## src/rtl/instruction_fetch_unit.sv

```systemverilog
// Instruction fetch unit: drives F_PC into a combinational instruction memory,
// buffers returned words in a 2-entry queue and hands them to decode via valid/ready.
module instruction_fetch_unit #(
    parameter int unsigned            ADDR_WIDTH  = 32,
    parameter int unsigned            INSTR_WIDTH = 32,
    parameter logic [ADDR_WIDTH-1:0]  RESET_PC    = '0,
    parameter logic [INSTR_WIDTH-1:0] HALT_INSTR  = {INSTR_WIDTH{1'b1}}
) (
    input  logic                   clk,
    input  logic                   reset,
    output logic [ADDR_WIDTH-1:0]  F_PC,
    input  logic [INSTR_WIDTH-1:0] Instr,
    input  logic                   redirect_en,
    input  logic [ADDR_WIDTH-1:0]  redirect_pc,
    output logic                   D_valid,
    input  logic                   D_ready,
    output logic [INSTR_WIDTH-1:0] D_Instr,
    output logic [ADDR_WIDTH-1:0]  D_PC,
    output logic [1:0]             fq_count,
    output logic                   halted
);

    localparam int unsigned CNT_W = 2;

    typedef enum logic {
        ST_RUN    = 1'b0,
        ST_HALTED = 1'b1
    } state_t;

    state_t                 r_state;
    logic [ADDR_WIDTH-1:0]  r_fpc;
    logic [CNT_W-1:0]       r_count;
    logic                   r_d_valid;
    logic [ADDR_WIDTH-1:0]  r_d_pc;
    logic [INSTR_WIDTH-1:0] r_d_instr;
    logic [ADDR_WIDTH-1:0]  r_s1_pc;
    logic [INSTR_WIDTH-1:0] r_s1_instr;
    logic                   r_halted;

    state_t                 w_state_nxt;
    logic [ADDR_WIDTH-1:0]  w_fpc_nxt;
    logic [CNT_W-1:0]       w_count_nxt;
    logic                   w_d_valid_nxt;
    logic [ADDR_WIDTH-1:0]  w_d_pc_nxt;
    logic [INSTR_WIDTH-1:0] w_d_instr_nxt;
    logic [ADDR_WIDTH-1:0]  w_s1_pc_nxt;
    logic [INSTR_WIDTH-1:0] w_s1_instr_nxt;
    logic                   w_halted_nxt;
    logic                   w_pop;
    logic                   w_push;
    logic                   w_is_halt;

    // State and queue registers; the head slot doubles as the D_* output register
    always_ff @(posedge clk) begin
        if (reset) begin
            r_state    <= ST_RUN;
            r_fpc      <= RESET_PC;
            r_count    <= '0;
            r_d_valid  <= 1'b0;
            r_d_pc     <= '0;
            r_d_instr  <= '0;
            r_s1_pc    <= '0;
            r_s1_instr <= '0;
            r_halted   <= 1'b0;
        end else begin
            r_state    <= w_state_nxt;
            r_fpc      <= w_fpc_nxt;
            r_count    <= w_count_nxt;
            r_d_valid  <= w_d_valid_nxt;
            r_d_pc     <= w_d_pc_nxt;
            r_d_instr  <= w_d_instr_nxt;
            r_s1_pc    <= w_s1_pc_nxt;
            r_s1_instr <= w_s1_instr_nxt;
            r_halted   <= w_halted_nxt;
        end
    end

    // Next-state: redirect overrides any push/pop in the same cycle
    always_comb begin
        w_state_nxt    = r_state;
        w_fpc_nxt      = r_fpc;
        w_count_nxt    = r_count;
        w_d_pc_nxt     = r_d_pc;
        w_d_instr_nxt  = r_d_instr;
        w_s1_pc_nxt    = r_s1_pc;
        w_s1_instr_nxt = r_s1_instr;
        w_halted_nxt   = r_halted;

        w_pop     = r_d_valid & D_ready;
        w_push    = (r_state == ST_RUN) & ~redirect_en
                    & ((r_count < CNT_W'(2)) | w_pop);
        w_is_halt = (Instr == HALT_INSTR);

        if (redirect_en) begin
            w_count_nxt  = '0;
            w_fpc_nxt    = redirect_pc;
            w_state_nxt  = ST_RUN;
            w_halted_nxt = 1'b0;
        end else begin
            if (w_push) begin
                if (w_is_halt) begin
                    w_state_nxt  = ST_HALTED;
                    w_halted_nxt = 1'b1;
                end else begin
                    w_fpc_nxt = r_fpc + ADDR_WIDTH'(1);
                end
            end

            if (w_push && w_pop) begin
                if (r_count == CNT_W'(2)) begin
                    w_d_pc_nxt     = r_s1_pc;
                    w_d_instr_nxt  = r_s1_instr;
                    w_s1_pc_nxt    = r_fpc;
                    w_s1_instr_nxt = Instr;
                end else begin
                    w_d_pc_nxt    = r_fpc;
                    w_d_instr_nxt = Instr;
                end
            end else if (w_push) begin
                if (r_count == CNT_W'(0)) begin
                    w_d_pc_nxt    = r_fpc;
                    w_d_instr_nxt = Instr;
                    w_count_nxt   = CNT_W'(1);
                end else begin
                    w_s1_pc_nxt    = r_fpc;
                    w_s1_instr_nxt = Instr;
                    w_count_nxt    = CNT_W'(2);
                end
            end else if (w_pop) begin
                if (r_count == CNT_W'(2)) begin
                    w_d_pc_nxt    = r_s1_pc;
                    w_d_instr_nxt = r_s1_instr;
                    w_count_nxt   = CNT_W'(1);
                end else begin
                    w_count_nxt = CNT_W'(0);
                end
            end
        end

        w_d_valid_nxt = (w_count_nxt != CNT_W'(0));
    end

    assign F_PC     = r_fpc;
    assign D_valid  = r_d_valid;
    assign D_Instr  = r_d_instr;
    assign D_PC     = r_d_pc;
    assign fq_count = r_count;
    assign halted   = r_halted;

endmodule

```

## config.mk

```make
export PLATFORM = sky130hd
export DESIGN_NAME = instruction_fetch_unit
export DESIGN_NICKNAME = d
export VERILOG_FILES = /design/src/rtl/instruction_fetch_unit.sv
export SDC_FILE = /design/constraint.sdc
export NUM_CORES = 1
export LEC_CHECK = 0
export ABC_AREA = 1
export CORE_MARGIN = 2
export CORE_UTILIZATION = 45
export DETAILED_ROUTE_END_ITERATION = 12
export GPL_TIMING_DRIVEN = 0
export HOLD_SLACK_MARGIN = 0.05
export PLACE_DENSITY = 0.8
export SLEW_MARGIN = 0
export SYNTH_ARGS = -nofsm -noshare
export SYNTH_HDL_FRONTEND = slang
export SYNTH_SLANG_ARGS = --single-unit
```

## constraint.sdc

```tcl
create_clock -name clk -period 1.9 [get_ports clk]
set_input_delay 0.19 -clock clk [delete_from_list [all_inputs] [get_ports clk]]
set_output_delay 0.19 -clock clk [all_outputs]
set_load 0.02 [all_outputs]
```

==> implementation parameters <==
Parameter                              Value

Finish
  Utilization after layout    0.614
  Commonest cells after routing, fill and taps aside    nand2_1, clkdlybuf4s50_1, o21ai_0
  Most common library cell in the layout ignoring fill and taps    nand2_1
  Post-route non-filler standard cell count    1836
  Fill count    1743
  Area Overhead vs Synth    32.7%
  Number of antenna cells inserted    0
  Net count reported at finish    1632
  Fraction of final layout cells sized beyond drive strength 1    0.0971

Power
  Total Power Consumption    9330 uW
  Pwr Density    806 nW/um^2
  Leakage Power    0.00457 uW
  Peak ir drop on the vdd network    0.000809 V

STA
  Total negative slack    0 ns
  Slew of the pin with the lowest slew margin    0.662 ns
  Number of max-slew violations in the final report    0
  Highest achievable clock rate    528 MHz
  Fraction of the cycle the final worst path needs    0.997
  Max_slew headroom    0.559
  Total of endpoints with negative setup slack in the final report    0
  Tmin final    1.89 ns
  Final setup skew    0.00937 ns
  Hold violation count in the final report    0

Critical path
  Startpoint-to-endpoint class of the critical path    flop to output pin
  Critical path launch point type    flop
  Number of buffers and inverters on the critical path    1
  Kind of cell adding the most delay to the critical path    buffers and inverters
  Data arrival time of the worst path    1.70 ns
  Required time reported for the critical path endpoint    1.71 ns
  CP cell instances    clkdlybuf4s50_1
  Longest individual stage delay on the worst path    0.69 ns
  Worst-path maximum fanout    8
  Slowest stage cell on the critical path    clkdlybuf4s50_1
  Sort of element at the end of the critical path    output pin

Die
  CORE AREA    18800 sq um
  Count of boundary I/O pins    168
  Initial standard-cell utilization of the core    0.463
  Die span in y    143 um
  Standard-cell row count    50
  Die area    20500 sq um
  Horizontal extent of the die    143 um

Logic synthesis
  Ys Warns    0
  Portion of the post-synthesis area used by sequential elements    0.377
  Total nets after synthesis    1438
  Mean cell area of the mapped netlist    6.36 sq um
  Summed instance area of the synthesized netlist    8710 sq um
  Synth unique cells    37
  Number of storage elements in the synthesis netlist    164
  Syn Inst Count    1369

Clock tree
  CTS Buf Count    17
  Buffer type at the clock tree root    clkbuf_16
  Clk_lat worst skew    0.45 ns
  TritonCTS Sinks    164
  Clock tree from TritonCTS    done
  H-tree depth    4
  Count of hold-fix buffers inserted at cts    0
  Max clock buf depth    2
  Reg clk slew, reported paths    0.07 ns

Min path
  Hold Crit Class    input port to flop

Run
  Max_cap viols    0

GRT
  Maximum number of pins on one net before global-route repair    17
  Remaining global-route overflow    0
  Number of global-route vias before repair    9296
  Global-route wire length before repair    48.7 mm
  Total global-route track usage    0.304
  Initial antenna violation count    0

Routing
  Ratio of routed vias to standard cells    5.54
  Detailed router's first-iteration violation count    1008
  Post-route antenna net violation count    0
  Routed wirelength normalized by instance count    17.1 um
  First-pass iteration count of the detailed router    5
  Drc violations    0
  Routed vias    10200
  Final Routed Wirelength    31.5 mm

Status
  Outcome    complete, no violations

Place
  Inst Count DP    1795
  Port Buffers    166
  Gpl congestion    0.995
  Post-detailed-placement half-perimeter wirelength    22.6 mm
## cells in the mapped netlist (all sizes together)
| library cell | n | area, sq um |
|---|---|---|
| xor2 | 6 | 52.6 |
| xnor2 | 1 | 8.76 |
| nand2 | 435 | 1650 |
| nor3 | 6 | 30.0 |
| a211oi | 7 | 52.6 |
| nand4 | 2 | 12.5 |
| clkbuf | 42 | 161 |
| a31oi | 59 | 369 |
| clkinv | 1 | 3.75 |
| nor2b | 1 | 6.26 |
| nor3b | 1 | 7.51 |
| inv | 58 | 220 |
| nand3 | 58 | 295 |
| dfxtp | 164 | 3280 |
| o21a | 5 | 37.5 |
| nor2 | 171 | 682 |
| nand3b | 1 | 7.51 |
| o211ai | 2 | 15.0 |
| a21oi | 122 | 618 |
| buf | 52 | 303 |
| o211a | 1 | 10.0 |
| ha | 1 | 12.5 |
| mux2i | 1 | 10.0 |
| o21ai | 172 | 861 |
## routing by layer
metal | GRT usage | wire length (um) | vias up
li1 | - | - | 4901
met3 | 0.0506 | 2950 | 85
met2 | 0.478 | 14000 | 538
met5 | 0 | 0 | -
met4 | 0.131 | 1160 | 0
met1 | 0.412 | 13400 | 4654
## cells by family after synthesis
group,Yosys count,synth area share
mux,1,0.00115
compound gates,368,0.225
simple gates,675,0.309
fa+ha+maj,1,0.00144
buf+inv,153,0.0790
xor+xnor,7,0.00704
flops,164,0.377
## through the flow
step	hold WS [ns]	setup slack (ns)	area, sq um
CTS	0.217	0.00117	11300
global route	0.169	-0.00495	11600
finish	0.129	0.00615	11600
global placement	0.462	-0.346	10700
floorplan	0.325	0.182	8710
detailed placement	0.467	-0.462	10700
## flip-flops by register name (all words and copies together), names as in the netlist
signal / cells
r_s1_pc: 32
D_PC: 32
halted: 1
F_PC: 32
D_valid: 1
fq_count: 2
r_s1_instr: 32
D_Instr: 32
## area by class of cell
type | instances | area [sq um] | share of cell area
flip-flops and latches | 164 | 3300 | 0.286
multi-input cells | 1052 | 4840 | 0.418
inverters | 59 | 229 | 0.0198
well taps | 260 | 325 | 0.0281
plain buffers | 94 | 499 | 0.0432
clock buffers | 19 | 443 | 0.0383
clock inverters | 13 | 196 | 0.0170
repair buffers | 175 | 1730 | 0.150
## repair_timing
item / 4_1_cts / 5_1_grt
pin swaps: 0 / 4
setup buffers: 0 / 9
cloned: 0 / 0
endpoints found under the setup margin: 21 / 109
gates resized for setup: 6 / 55
## power by group
| part | switching, uW | internal (uW) | leakage, uW |
|---|---|---|---|
| registers | 202 | 3670 | 0.00135 |
| logic | 971 | 676 | 0.00292 |
| clock network | 1550 | 2260 | 0.000298 |
| total | 2720 | 6600 | 0.00457 |
## path summary, 6_finish.rpt
kind / slack (ns) / cells after the start / end / from
min: 0.13 / 3 / D_Instr[0] / Instr[0]
max: 0.006 / 1 / F_PC[30] / F_PC[30]
min reg2reg: 0.48 / 2 / r_s1_pc[20] / r_s1_pc[20]
max reg2reg: 0.07 / 11 / F_PC[17] / F_PC[4]
No activity file was read; power rests on OpenSTA's default activity.
